**src/rtl/axi_pkg.sv**
```systemverilog
// Shared AXI read encodings, responder FSM states and the burst address step.
// Optional error checking in the responder is enabled by AXI_RD_ERR_CHK_EN.
package axi_pkg;

    localparam logic [1:0] BURST_FIXED = 2'b00;
    localparam logic [1:0] BURST_INCR  = 2'b01;
    localparam logic [1:0] BURST_WRAP  = 2'b10;

    localparam logic [1:0] RESP_OKAY   = 2'b00;
    localparam logic [1:0] RESP_SLVERR = 2'b10;

    typedef enum logic [1:0] {
        StIdle,
        StWait,
        StFetch,
        StData
    } rd_state_e;

    // Address of the following beat; size must already be clamped to the bus width.
    function automatic logic [63:0] next_addr(logic [63:0] addr, logic [2:0] size,
                                              logic [7:0] len, logic [1:0] burst);
        logic [63:0] sum;
        logic [63:0] mask;
        sum  = addr + (64'd1 << size);
        mask = (({56'd0, len} + 64'd1) << size) - 64'd1;
        case (burst)
            BURST_FIXED: next_addr = addr;
            BURST_WRAP:  next_addr = (addr & ~mask) | (sum & mask);
            default:     next_addr = sum;
        endcase
    endfunction

    function automatic logic wrap_len_ok(logic [7:0] len);
        return (len == 8'd1) || (len == 8'd3) || (len == 8'd7) || (len == 8'd15);
    endfunction

endpackage

```
**src/rtl/axi_rd_responder_if.sv**
```systemverilog
// AXI4 read address and read data channels between a read master and a responder.
interface axi_rd_responder_if #(
    parameter int unsigned ADDR_W = 32,
    parameter int unsigned DATA_W = 32,
    parameter int unsigned ID_W   = 4
);
    logic [ID_W-1:0]   arid;
    logic [ADDR_W-1:0] araddr;
    logic [7:0]        arlen;
    logic [2:0]        arsize;
    logic [1:0]        arburst;
    logic              arvalid;
    logic              arready;
    logic [ID_W-1:0]   rid;
    logic [DATA_W-1:0] rdata;
    logic [1:0]        rresp;
    logic              rlast;
    logic              rvalid;
    logic              rready;

    modport master (
        output arid, araddr, arlen, arsize, arburst, arvalid, rready,
        input  arready, rid, rdata, rresp, rlast, rvalid
    );

    modport slave (
        input  arid, araddr, arlen, arsize, arburst, arvalid, rready,
        output arready, rid, rdata, rresp, rlast, rvalid
    );
endinterface

```
**src/rtl/axi_burst_addr_gen.sv**
```systemverilog
// Latches a burst descriptor and steps the beat address and beat counter.
module axi_burst_addr_gen
    import axi_pkg::*;
#(
    parameter int unsigned ADDR_W = 32
) (
    input  logic              clk_i,
    input  logic              rst_ni,
    input  logic              load_i,
    input  logic [ADDR_W-1:0] addr_i,
    input  logic [2:0]        size_i,
    input  logic [7:0]        len_i,
    input  logic [1:0]        burst_i,
    input  logic              step_i,
    output logic [ADDR_W-1:0] addr_o,
    output logic [7:0]        len_o,
    output logic [1:0]        burst_o,
    output logic              last_o
);
    logic [ADDR_W-1:0] addr_q, addr_d;
    logic [2:0]        size_q, size_d;
    logic [7:0]        len_q, len_d;
    logic [7:0]        beat_q, beat_d;
    logic [1:0]        burst_q, burst_d;

    always_comb begin
        addr_d  = addr_q;
        size_d  = size_q;
        len_d   = len_q;
        beat_d  = beat_q;
        burst_d = burst_q;
        if (load_i) begin
            addr_d  = addr_i;
            size_d  = size_i;
            len_d   = len_i;
            burst_d = burst_i;
            beat_d  = '0;
        end else if (step_i) begin
            addr_d = ADDR_W'(next_addr(64'(addr_q), size_q, len_q, burst_q));
            beat_d = beat_q + 8'd1;
        end
    end

    always_ff @(posedge clk_i or negedge rst_ni) begin
        if (!rst_ni) begin
            addr_q  <= '0;
            size_q  <= '0;
            len_q   <= '0;
            beat_q  <= '0;
            burst_q <= '0;
        end else begin
            addr_q  <= addr_d;
            size_q  <= size_d;
            len_q   <= len_d;
            beat_q  <= beat_d;
            burst_q <= burst_d;
        end
    end

    assign addr_o  = addr_q;
    assign len_o   = len_q;
    assign burst_o = burst_q;
    assign last_o  = (beat_q == len_q);
endmodule

```
**src/rtl/axi_rd_responder.sv**
```systemverilog
// AXI4 read responder in front of a synchronous SRAM, one burst at a time.
// Define AXI_RD_ERR_CHK_EN to return SLVERR for out-of-window or malformed bursts.
module axi_rd_responder
    import axi_pkg::*;
#(
    parameter int unsigned       ADDR_W    = 32,
    parameter int unsigned       DATA_W    = 32,
    parameter int unsigned       ID_W      = 4,
    parameter logic [ADDR_W-1:0] BASE_ADDR = ADDR_W'(32'h1c00_0000),
    parameter int unsigned       MEM_AW    = 14,
    parameter int unsigned       WAIT_CYC  = 0
) (
    input  logic               clk,
    input  logic               resetn,
    axi_rd_responder_if.slave  axi,
    output logic               mem_en,
    output logic [MEM_AW-1:0]  mem_addr,
    input  logic [DATA_W-1:0]  mem_rdata
);
    localparam int unsigned SHIFT    = $clog2(DATA_W / 8);
    localparam logic [2:0]  MAX_SIZE = 3'(SHIFT);

    rd_state_e         state_q, state_d;
    logic [3:0]        wait_q, wait_d;
    logic              arready_q, arready_d;
    logic [ID_W-1:0]   rid_q, rid_d;
    logic [DATA_W-1:0] rdata_q, rdata_d, data_now;
    logic [1:0]        rresp_q, rresp_d;
    logic              rlast_q, rlast_d;
    logic              fresh_q, fresh_d;

    logic              load, step, last, beat_err;
    logic [2:0]        eff_size;
    logic [ADDR_W-1:0] cur_addr, offset;
    logic [7:0]        cur_len;
    logic [1:0]        cur_burst;

    assign eff_size = (axi.arsize > MAX_SIZE) ? MAX_SIZE : axi.arsize;

    axi_burst_addr_gen #(
        .ADDR_W (ADDR_W)
    ) u_addr_gen (
        .clk_i   (clk),
        .rst_ni  (resetn),
        .load_i  (load),
        .addr_i  (axi.araddr),
        .size_i  (eff_size),
        .len_i   (axi.arlen),
        .burst_i (axi.arburst),
        .step_i  (step),
        .addr_o  (cur_addr),
        .len_o   (cur_len),
        .burst_o (cur_burst),
        .last_o  (last)
    );

    assign offset = cur_addr - BASE_ADDR;

`ifdef AXI_RD_ERR_CHK_EN
    localparam int unsigned WIN_BITS = MEM_AW + SHIFT;
    assign beat_err = (cur_addr < BASE_ADDR) || ((64'(offset) >> WIN_BITS) != 64'd0) ||
                      (cur_burst == 2'b11) ||
                      ((cur_burst == BURST_WRAP) && !wrap_len_ok(cur_len));
`else
    logic unused_cfg;
    assign unused_cfg = ^{cur_len, cur_burst, offset};
    assign beat_err   = 1'b0;
`endif

    always_comb begin
        state_d = state_q;
        wait_d  = wait_q;
        rid_d   = rid_q;
        rresp_d = rresp_q;
        rlast_d = rlast_q;
        load    = 1'b0;
        step    = 1'b0;
        unique case (state_q)
            StIdle: begin
                if (axi.arvalid && arready_q) begin
                    load    = 1'b1;
                    rid_d   = axi.arid;
                    wait_d  = '0;
                    state_d = (WAIT_CYC > 0) ? StWait : StFetch;
                end
            end
            StWait: begin
                if (32'(wait_q) == WAIT_CYC - 1) state_d = StFetch;
                else                             wait_d  = wait_q + 4'd1;
            end
            StFetch: begin
                rresp_d = beat_err ? RESP_SLVERR : RESP_OKAY;
                rlast_d = last;
                state_d = StData;
            end
            StData: begin
                if (axi.rready) begin
                    if (last) begin
                        state_d = StIdle;
                    end else begin
                        step    = 1'b1;
                        state_d = StFetch;
                    end
                end
            end
            default: state_d = StIdle;
        endcase
        arready_d = (state_d == StIdle);
        fresh_d   = (state_q == StFetch);
    end

    // SRAM data arrives in the first DATA cycle; pass it through then hold it.
    assign data_now = (rresp_q == RESP_SLVERR) ? '0 : mem_rdata;
    assign rdata_d  = fresh_q ? data_now : rdata_q;

    always_ff @(posedge clk or negedge resetn) begin
        if (!resetn) begin
            state_q   <= StIdle;
            wait_q    <= '0;
            arready_q <= 1'b0;
            rid_q     <= '0;
            rdata_q   <= '0;
            rresp_q   <= RESP_OKAY;
            rlast_q   <= 1'b0;
            fresh_q   <= 1'b0;
        end else begin
            state_q   <= state_d;
            wait_q    <= wait_d;
            arready_q <= arready_d;
            rid_q     <= rid_d;
            rdata_q   <= rdata_d;
            rresp_q   <= rresp_d;
            rlast_q   <= rlast_d;
            fresh_q   <= fresh_d;
        end
    end

    assign axi.arready = arready_q;
    assign axi.rvalid  = (state_q == StData);
    assign axi.rid     = rid_q;
    assign axi.rdata   = fresh_q ? data_now : rdata_q;
    assign axi.rresp   = rresp_q;
    assign axi.rlast   = rlast_q;
    assign mem_en      = (state_q == StFetch) && !beat_err;
    assign mem_addr    = mem_en ? offset[SHIFT +: MEM_AW] : '0;
endmodule

```
**src/flat_wrapper.sv**
```systemverilog
// flat-port wrapper written by rule: the top's interface ports become plain ports
module axi_rd_responder_flat import axi_pkg::*;
#(
    parameter int unsigned       ADDR_W    = 32,
    parameter int unsigned       DATA_W    = 32,
    parameter int unsigned       ID_W      = 4,
    parameter logic [ADDR_W-1:0] BASE_ADDR = ADDR_W'(32'h1c00_0000),
    parameter int unsigned       MEM_AW    = 14,
    parameter int unsigned       WAIT_CYC  = 0
)
  (clk, resetn, mem_en, mem_addr, mem_rdata, axi_arid, axi_araddr, axi_arlen, axi_arsize, axi_arburst, axi_arvalid, axi_rready, axi_arready, axi_rid, axi_rdata, axi_rresp, axi_rlast, axi_rvalid);
  axi_rd_responder_if #(.ADDR_W(ADDR_W), .DATA_W(DATA_W), .ID_W(ID_W)) axi_i ();
  input  logic clk;
  input  logic resetn;
  output logic mem_en;
  output logic [MEM_AW-1:0] mem_addr;
  input  logic [DATA_W-1:0] mem_rdata;
  input wire logic [$bits(axi_i.arid)-1:0] axi_arid;
  input wire logic [$bits(axi_i.araddr)-1:0] axi_araddr;
  input wire logic [$bits(axi_i.arlen)-1:0] axi_arlen;
  input wire logic [$bits(axi_i.arsize)-1:0] axi_arsize;
  input wire logic [$bits(axi_i.arburst)-1:0] axi_arburst;
  input wire logic [$bits(axi_i.arvalid)-1:0] axi_arvalid;
  input wire logic [$bits(axi_i.rready)-1:0] axi_rready;
  output wire logic [$bits(axi_i.arready)-1:0] axi_arready;
  output wire logic [$bits(axi_i.rid)-1:0] axi_rid;
  output wire logic [$bits(axi_i.rdata)-1:0] axi_rdata;
  output wire logic [$bits(axi_i.rresp)-1:0] axi_rresp;
  output wire logic [$bits(axi_i.rlast)-1:0] axi_rlast;
  output wire logic [$bits(axi_i.rvalid)-1:0] axi_rvalid;
  assign axi_i.arid = axi_arid;
  assign axi_i.araddr = axi_araddr;
  assign axi_i.arlen = axi_arlen;
  assign axi_i.arsize = axi_arsize;
  assign axi_i.arburst = axi_arburst;
  assign axi_i.arvalid = axi_arvalid;
  assign axi_i.rready = axi_rready;
  assign axi_arready = axi_i.arready;
  assign axi_rid = axi_i.rid;
  assign axi_rdata = axi_i.rdata;
  assign axi_rresp = axi_i.rresp;
  assign axi_rlast = axi_i.rlast;
  assign axi_rvalid = axi_i.rvalid;
  axi_rd_responder #(.ADDR_W(ADDR_W), .DATA_W(DATA_W), .ID_W(ID_W), .BASE_ADDR(BASE_ADDR), .MEM_AW(MEM_AW), .WAIT_CYC(WAIT_CYC)) u_core (.clk(clk), .resetn(resetn), .axi(axi_i), .mem_en(mem_en), .mem_addr(mem_addr), .mem_rdata(mem_rdata));
endmodule
```
**config.mk**
```make
export PLATFORM = sky130hd
export DESIGN_NAME = axi_rd_responder_flat
export DESIGN_NICKNAME = d
export VERILOG_FILES = /design/src/rtl/axi_pkg.sv /design/src/rtl/axi_rd_responder_if.sv /design/src/rtl/axi_burst_addr_gen.sv /design/src/rtl/axi_rd_responder.sv /design/src/flat_wrapper.sv
export SDC_FILE = /design/constraint.sdc
export NUM_CORES = 1
export LEC_CHECK = 0
export ABC_CLOCK_PERIOD_IN_PS = 3160
export CAP_MARGIN = 20
export CELL_PAD_IN_SITES_DETAIL_PLACEMENT = 1
export CELL_PAD_IN_SITES_GLOBAL_PLACEMENT = 1
export CORE_MARGIN = 4
export CORE_UTILIZATION = 33
export CTS_CLUSTER_DIAMETER = 200
export CTS_CLUSTER_SIZE = 24
export DETAILED_ROUTE_END_ITERATION = 7
export GPL_ROUTABILITY_DRIVEN = 0
export GPL_TIMING_DRIVEN = 0
export HOLD_SLACK_MARGIN = 0.03
export PLACE_DENSITY_LB_ADDON = 0.1
export SLEW_MARGIN = 10
export SYNTH_ARGS = -nofsm -noshare
export SYNTH_HDL_FRONTEND = slang
export SYNTH_SLANG_ARGS = --single-unit
export TNS_END_PERCENT = 30
```
**constraint.sdc**
```tcl
create_clock -name clk -period 3.16 [get_ports clk]
set_input_delay 0.316 -clock clk [delete_from_list [all_inputs] [get_ports clk]]
set_output_delay 0.316 -clock clk [all_outputs]
set_load 0.005 [all_outputs]
```
==> metrics.yaml, run 1 <==
antenna_found_initial: 0
h-tree-depth: 3
cts_buffer_depth: 2
hold_class: "in2async"
cp_max_fo: 8
finalNetCount: 800
tightestPinTransition_ns: 0.673
setup-violations-final: 1
cap_violations: 0
ys_ff_latch: 78
clkTransAtPathRegs_ns: 0.06
p_sw_share_pct: 19.9
dieWidth_um: 133
crit_family: "simple AND/OR/NAND/NOR gates"
rsz0062_at_grt: "yes"
numCtsBuffers: 9
die_area_sq_mm: 0.0177
rrSetupSlack_ns: -0.03
area_delta_synth_final_pct: 40.9
clk_root_buffer_cell: "clkbuf_16"
ios: 141
fin_crit_sh_pct: 101
die_h_um: 133
grt.overflow.total: 0
io_buffers: 122
fin_crit_ns: 3.19
clkPwrFrac_pct: 49.5
slowest_stage: "or3_4"
vias_per_cell: 5.19
dr.pass1.iters: 7
route.detailed.drc: 0
synth_edf_count: 0
finalSetupTns_ns: -0.0303
hpwl_mm: 13.0
internal_power_mw: 1.76
slowest_delay_ns: 0.43
grt_use_met2_pct: 31.6
diodes: 0
p_seq_share_pct: 45.4
yosysWarnings: 0
postPlaceCellArea_sq_mm: 0.00666
top_usage_layer: "met2"
synthArstFlopShare_pct: 100
worstPathRequired_ns: 3.38
grt_max_degree: 63
clk_latency_ns: 0.33
cts.sinks: 78
p_leak_nw: 3.17
synth-seq-area-share_pct: 37.9
fin_util_pct: 47.5
crit_type: "reg2reg"
drive_gt1_share_pct: 19.0
use_met3_pct: 7.45
violations: "setup timing"
num-fill-cells: 1755
power.density_mw_per_mm2: 304
core-area_sq_mm: 0.0153
grt_pass1_vias: 5280
fin_ws_ns: -0.0303
cp-end-kind: "flip-flop"
synth-main-ff-cell: "dfrtp_1"
r2r-start: "u_core.u_addr_gen.len_o[1]"
drt_iter0_drc: 196
start_util_pct: 33.7
grt_pass1_wl_mm: 27.9
grt_usage_pct: 19.5
synth_area_sq_mm: 0.00514
crit_arrival_ns: 3.42
path_cells: "ha_4, mux2_4, o21ai_2, nor4_2, a211o_4, nor4b_4, nand3_2, or3_4, a311oi_2, mux2i_1, a21o_1"
slew_headroom_pct: 55.0
wire_per_inst_um: 18.6
switching_power_uw: 437
status: "finished, violations left"
maxSlewViolCount: 0
worst_ir_drop_vdd_uv: 278
rows: 45
drtAntennaViolNets: 0
final_cell_area_sq_mm: 0.00725
critPathLaunch: "u_core.u_addr_gen.len_o[1]"
power_mw: 2.20
hold_slack_ns: 0.404
max_clock_freq_mhz: 313
postSynthAreaPerCell_sq_um: 9.22
vias: 4760
skew_ns: 0.00539
yosysUniqueCellTypes: 76
path_buf_inv: 0
critPathLaunchType: "flip-flop"
syn_inst: 558
pwr-share-comb_pct: 5.1
grt_use_met1_pct: 24.7
wirelength_mm: 17.0
hold_violations: 0
cts_tree: "done"
==> worst register-to-register path: stages, from the launching register on <==
cell and delay, ns:
dfrtp_1 0.41, ha_4 0.22, mux2_4 0.28, o21ai_2 0.15, nor4_2 0.07, a211o_4 0.33
nor4b_4 0.40, nand3_2 0.15, or3_4 0.43, a311oi_2 0.35, mux2i_1 0.12, a21o_1 0.16
==> per-stage QoR <==
stage	worst slack [ns]	instances
2_1_floorplan	0.178	559
3_3_place_gp	-1.14	892
3_5_place_dp	-0.396	893
4_1_cts	-0.0151	913
5_1_grt	-0.179	917
6_report	-0.0303	917
==> power by group through the flow <==
| stage | Sequential [mW] | Clock, mW | Combinational (mW) |
|---|---|---|---|
| 6_report | 0.999 | 1.09 | 0.113 |
| 5_1_grt | 0.998 | 1.18 | 0.123 |
| 4_1_cts | 0.998 | 1.13 | 0.116 |
| 3_5_place_dp | 1.02 | 0 | 0.115 |
| 3_3_place_gp | 1.02 | 0 | 0.109 |
| 2_1_floorplan | 1.02 | 0 | 0.00371 |
==> repair_timing <==
| item | CTS | global route |
|---|---|---|
| hold buffers | 1 | 0 |
| pin swaps | 3 | 9 |
| resized for setup | 23 | 38 |
| setup endpoints to repair | 10 | 9 |
| buffers inserted | 5 | 5 |
| endpoints found under the hold margin | 16 | 0 |
==> Yosys cell counts, types with 2 or more instances <==
master / instances / share of area (%)
buf_6: 8 / 1.8
mux2_2: 32 / 7.0
nor4_1: 4 / 0.49
dfrtp_1: 78 / 38
o31ai_1: 2 / 0.29
a21oi_1: 29 / 2.8
nor3b_1: 2 / 0.29
and3_1: 8 / 0.97
o211ai_2: 2 / 0.49
nand3b_1: 3 / 0.44
o2111ai_1: 2 / 0.34
a21o_1: 6 / 0.88
nor2_1: 32 / 2.3
nor2b_1: 6 / 0.73
nand2_1: 83 / 6.1
nand3_1: 20 / 1.9
buf_2: 6 / 0.58
a211oi_1: 5 / 0.73
o21a_1: 2 / 0.29
xor2_1: 20 / 3.4
and3b_1: 2 / 0.34
inv_1: 8 / 0.58
clkbuf_1: 17 / 1.2
mux2i_1: 13 / 2.5
o211ai_1: 4 / 0.58
ha_1: 11 / 2.7
o21bai_1: 2 / 0.29
nand2b_1: 4 / 0.49
a31oi_1: 7 / 0.85
o21ai_0: 31 / 3.0
nand3_2: 2 / 0.39
a211o_1: 3 / 0.51
nor3_1: 9 / 0.88
and2_1: 20 / 2.4
and4b_1: 3 / 0.58
o21ai_1: 4 / 0.39
xnor2_1: 14 / 2.4
buf_1: 3 / 0.22
buf_4: 5 / 0.73
a31o_2: 2 / 0.34
or3_1: 3 / 0.36
nand4_1: 6 / 0.73
a2111o_1: 2 / 0.44
==> metal layers <==
metal | up-vias | share of wire (%)
li1 | 2261 | -
met3 | 14 | 7.0
met4 | 0 | 1.2
met2 | 120 | 48
met5 | - | 0
met1 | 2365 | 44
==> kinds of logic (layout without fill, tap and decap cells) <==
family / count (synthesis) / after routing / share of synthesized area [%]
multiplexers: 46 / 46 / 9.75
buffers and inverters: 48 / 195 / 5.18
other: 1 / 2 / 0.0729
XOR/XNOR: 34 / 34 / 5.79
AO/OA/AOI/OAI: 123 / 123 / 16.7
adder cells (fa/ha/maj): 12 / 12 / 3.06
flip-flops: 78 / 78 / 37.9
AND/OR/NAND/NOR: 216 / 216 / 21.5
==> layout make-up <==
cell class	instances	area (sq um)	share of cell area, %
timing repair buffer	134	1330	18.4
buffer	38	254	3.50
inverter	9	33.8	0.466
clock buffer	9	225	3.11
multi-input combinational	433	3100	42.8
tap	211	264	3.64
sequential	78	1960	27.0
clock inverter	5	83.8	1.16
==> final timing paths <==
kind                                      end  cells past startpoint
setup / recovery                    flip-flop                     11
hold / removal             u_core.rdata_q[25]                      2
max in group asynchronous           async pin                      3
hold reg to reg             u_core.axi.rid[3]                      2
setup reg to reg                    flip-flop                     11
min in group clk            u_core.axi.rid[3]                      2
==> cell usage in the layout, fill, tap and decap left out, types with 3 or more instances in the layout <==
master	n
xnor2_1	14
nor2_1	32
ha_1	9
nand3_1	19
clkdlybuf4s50_1	121
nand3b_1	3
and4b_1	3
nand4_1	6
nor3_1	6
and2_1	20
clkbuf_16	9
nand2_1	83
o211ai_1	4
and3_1	8
inv_1	8
xor2_1	20
nor2b_1	6
mux2_2	32
clkbuf_1	13
buf_1	3
o21ai_2	3
o21ai_1	4
buf_4	19
mux2i_1	12
o21ai_0	28
buf_6	8
a211o_1	3
nand3_2	3
nand2b_1	4
dfrtp_1	74
a21o_1	6
a31oi_1	7
a21oi_1	25
a21oi_2	5
dfrtp_2	4
No activity file was read; power rests on OpenSTA's default activity.
==> run 2: changes to the inputs <==
Settings changed: PLACE_DENSITY from default to 0.74, PLACE_DENSITY_LB_ADDON 0.1 to default.
==> run 2 against run 1 <==
  * The run now ends clean
  * Combinational power barely moved
  * Die area stayed put
  * Non-clock buffer count rose by 1
  * Highest routed layer unchanged
  * Fmax rose by 2.1%
  * Clock power rose by 12%
  * Wire length is 5.1% higher
  * Worst hold slack improved by 0.0038 ns
  * Power grew 6.0%
  * Critical path depth is 1 higher
  * Count of clock-buffer cells in the layout rose by 1
  * Utilization grew 0.32 points
==> metrics.yaml, run 2 (synthesized netlist as in run 1, its figures left out) <==
drtAntennaViolNets: 0  # unchanged
grt_pass1_wl_mm: 28.2  # +0.99%
rows: 45  # unchanged
multi_input_area_sq_mm: 0.00309  # -0.32%
r2r-start: "u_core.u_addr_gen.len_o[0]"
cts.sinks: 78  # unchanged
slowest_delay_ns: 0.41  # -0.02 ns
wire_per_inst_um: 19.5  # +4.9%
cts_tree: "done"
setup-violations-final: 0  # -1
dieWidth_um: 133  # unchanged
status: "complete, no violations"
drive_gt1_share_pct: 18.9  # -0.054 points
maxSlewViolCount: 0  # unchanged
drt_iter0_drc: 240  # +22%
crit_type: "reg2reg"
cap_violations: 0  # unchanged
fin_cells: 919  # +0.22%
grt_max_degree: 62  # -1.6%
cp-end-kind: "flip-flop"
h-tree-depth: 3  # unchanged
route.detailed.drc: 0  # unchanged
p_leak_nw: 3.22  # +1.9%
finalNetCount: 801  # +0.13%
clkTransAtPathRegs_ns: 0.06  # about the same
dr.pass1.iters: 4  # -3
cts_buffer_depth: 2  # unchanged
max_clock_freq_mhz: 320  # +2.1%
num-fill-cells: 1721  # -1.9%
numCtsBuffers: 9  # unchanged
skew_ns: 0.00915  # +0.00376 ns
power.density_mw_per_mm2: 320  # +5.3%
fin_crit_sh_pct: 98.9  # -2.0 points
antenna_found_initial: 0  # unchanged
final_cell_mix: "121 x clkdlybuf4s50_1, 83 x nand2_1, 74 x dfrtp_1"
hold_violations: 0  # unchanged
die_area_sq_mm: 0.0177  # unchanged
clk_latency_ns: 0.34  # about the same
ios: 141  # unchanged
crit_family: "simple AND/OR/NAND/NOR gates"
core-area_sq_mm: 0.0153  # unchanged
critPathLaunch: "u_core.u_addr_gen.len_o[0]"
vias_per_cell: 5.30  # +2.1%
vias: 4871  # +2.3%
fin_crit_ns: 3.13  # -0.0641 ns
critPathLaunchType: "flip-flop"
cp_max_fo: 8  # unchanged
worstPathRequired_ns: 3.43  # +0.05 ns
tightestPinTransition_ns: 0.700  # +0.0268 ns
io_buffers: 122  # unchanged
hold_class: "in2async"
start_util_pct: 33.7  # unchanged
finalSetupTns_ns: 0  # +0.0303 ns
wirelength_mm: 17.9  # +5.1%
crit_arrival_ns: 3.39  # -0.03 ns
grt_pass1_vias: 5429  # +2.8%
slew_headroom_pct: 53.3  # -1.7 points
area_delta_synth_final_pct: 41.8
clk_root_buffer_cell: "clkbuf_16"
diodes: 0  # unchanged
layout_commonest_cell: "clkdlybuf4s50_1"
slowest_stage: "dfrtp_2"
seqCellArea_sq_mm: 0.00196  # unchanged
hpwl_mm: 13.2  # +1.9%
dp_cells: 893  # unchanged
path_buf_inv: 1  # +1
grt.overflow.total: 0  # unchanged
die_h_um: 133  # unchanged
grt_usage_pct: 19.7  # +0.20 points
rsz0062_at_grt: "yes"
worst_ir_drop_vdd_uv: 289  # +3.9%
path_cells: "ha_2, buf_6, mux2_4, o21ai_2, nor4_2, a211o_4, nor4b_4, nand3_2, or3_4, a311oi_2, mux2i_1, a21o_1"
## run 2: cell types whose count changed in the layout (fill, tap and decap cells not counted), moves of 2 or more
cell        previous run  this run
buf_4                 19        15
buf_6                  8        12
clkinv_4               0         2
clkinvlp_4             2         0
## run 2: routing by layer
layer / vias up / global-route usage (%) / share of wire (%)
met5: - / 0 / 0
met3: 33 / 6.50 / 7.3
li1: 2270 / - / -
met4: 0 / 6.70 / 2.8
met1: 2414 / 22.7 / 41
met2: 154 / 34.3 / 49
## run 2: worst paths after layout
kind                                     endpoint  slack [ns]  cells past startpoint
max in group asynchronous               async pin        2.15                      3
worst max register to register          flip-flop        0.03                     12
worst min register to register  u_core.axi.rid[3]        0.48                      2
worst max-delay path                    flip-flop        0.03                     12
min in group clk                u_core.axi.rid[3]        0.48                      2
worst min-delay path            u_core.axi.rid[1]        0.41                      2
## run 2: power by group
| part | internal, mW | switching (mW) |
|---|---|---|
| clock network | 0.792 | 0.427 |
| registers | 0.998 | 0 |
| logic | 0.0794 | 0.0354 |
## run 2: area by class of cell
cell class | instances | area share, %
multi-input cells | 433 | 42.3
clock inverters | 5 | 1.47
plain buffers | 39 | 3.77
well taps | 211 | 3.62
flip-flops and latches | 78 | 26.8
inverters | 9 | 0.463
repair buffers | 134 | 18.2
clock buffers | 10 | 3.28
## run 2: what timing repair did
action	in CTS	in global routing
resized for setup	21	40
endpoints found under the hold margin	17	0
gates cloned	0	0
endpoints found under the setup margin	9	9
buffers inserted	5	5
pin swaps	3	6
hold buffers	1	0
## run 2: through the flow
step | util [%] | power [mW] | cell area [sq um] | hold slack (ns) | worst slack, ns
finish | 47.8 | 2.33 | 7300 | 0.408 | 0.0338
global route | 47.8 | 2.40 | 7300 | 0.427 | -0.114
CTS | 46.6 | 2.36 | 7120 | 0.404 | 0.00536
detailed placement | 43.6 | 1.13 | 6660 | 0.213 | -0.346
global placement | 43.5 | 1.12 | 6630 | 0.464 | -1.03
floorplan | - | 1.02 | 5150 | 0.0204 | 0.178
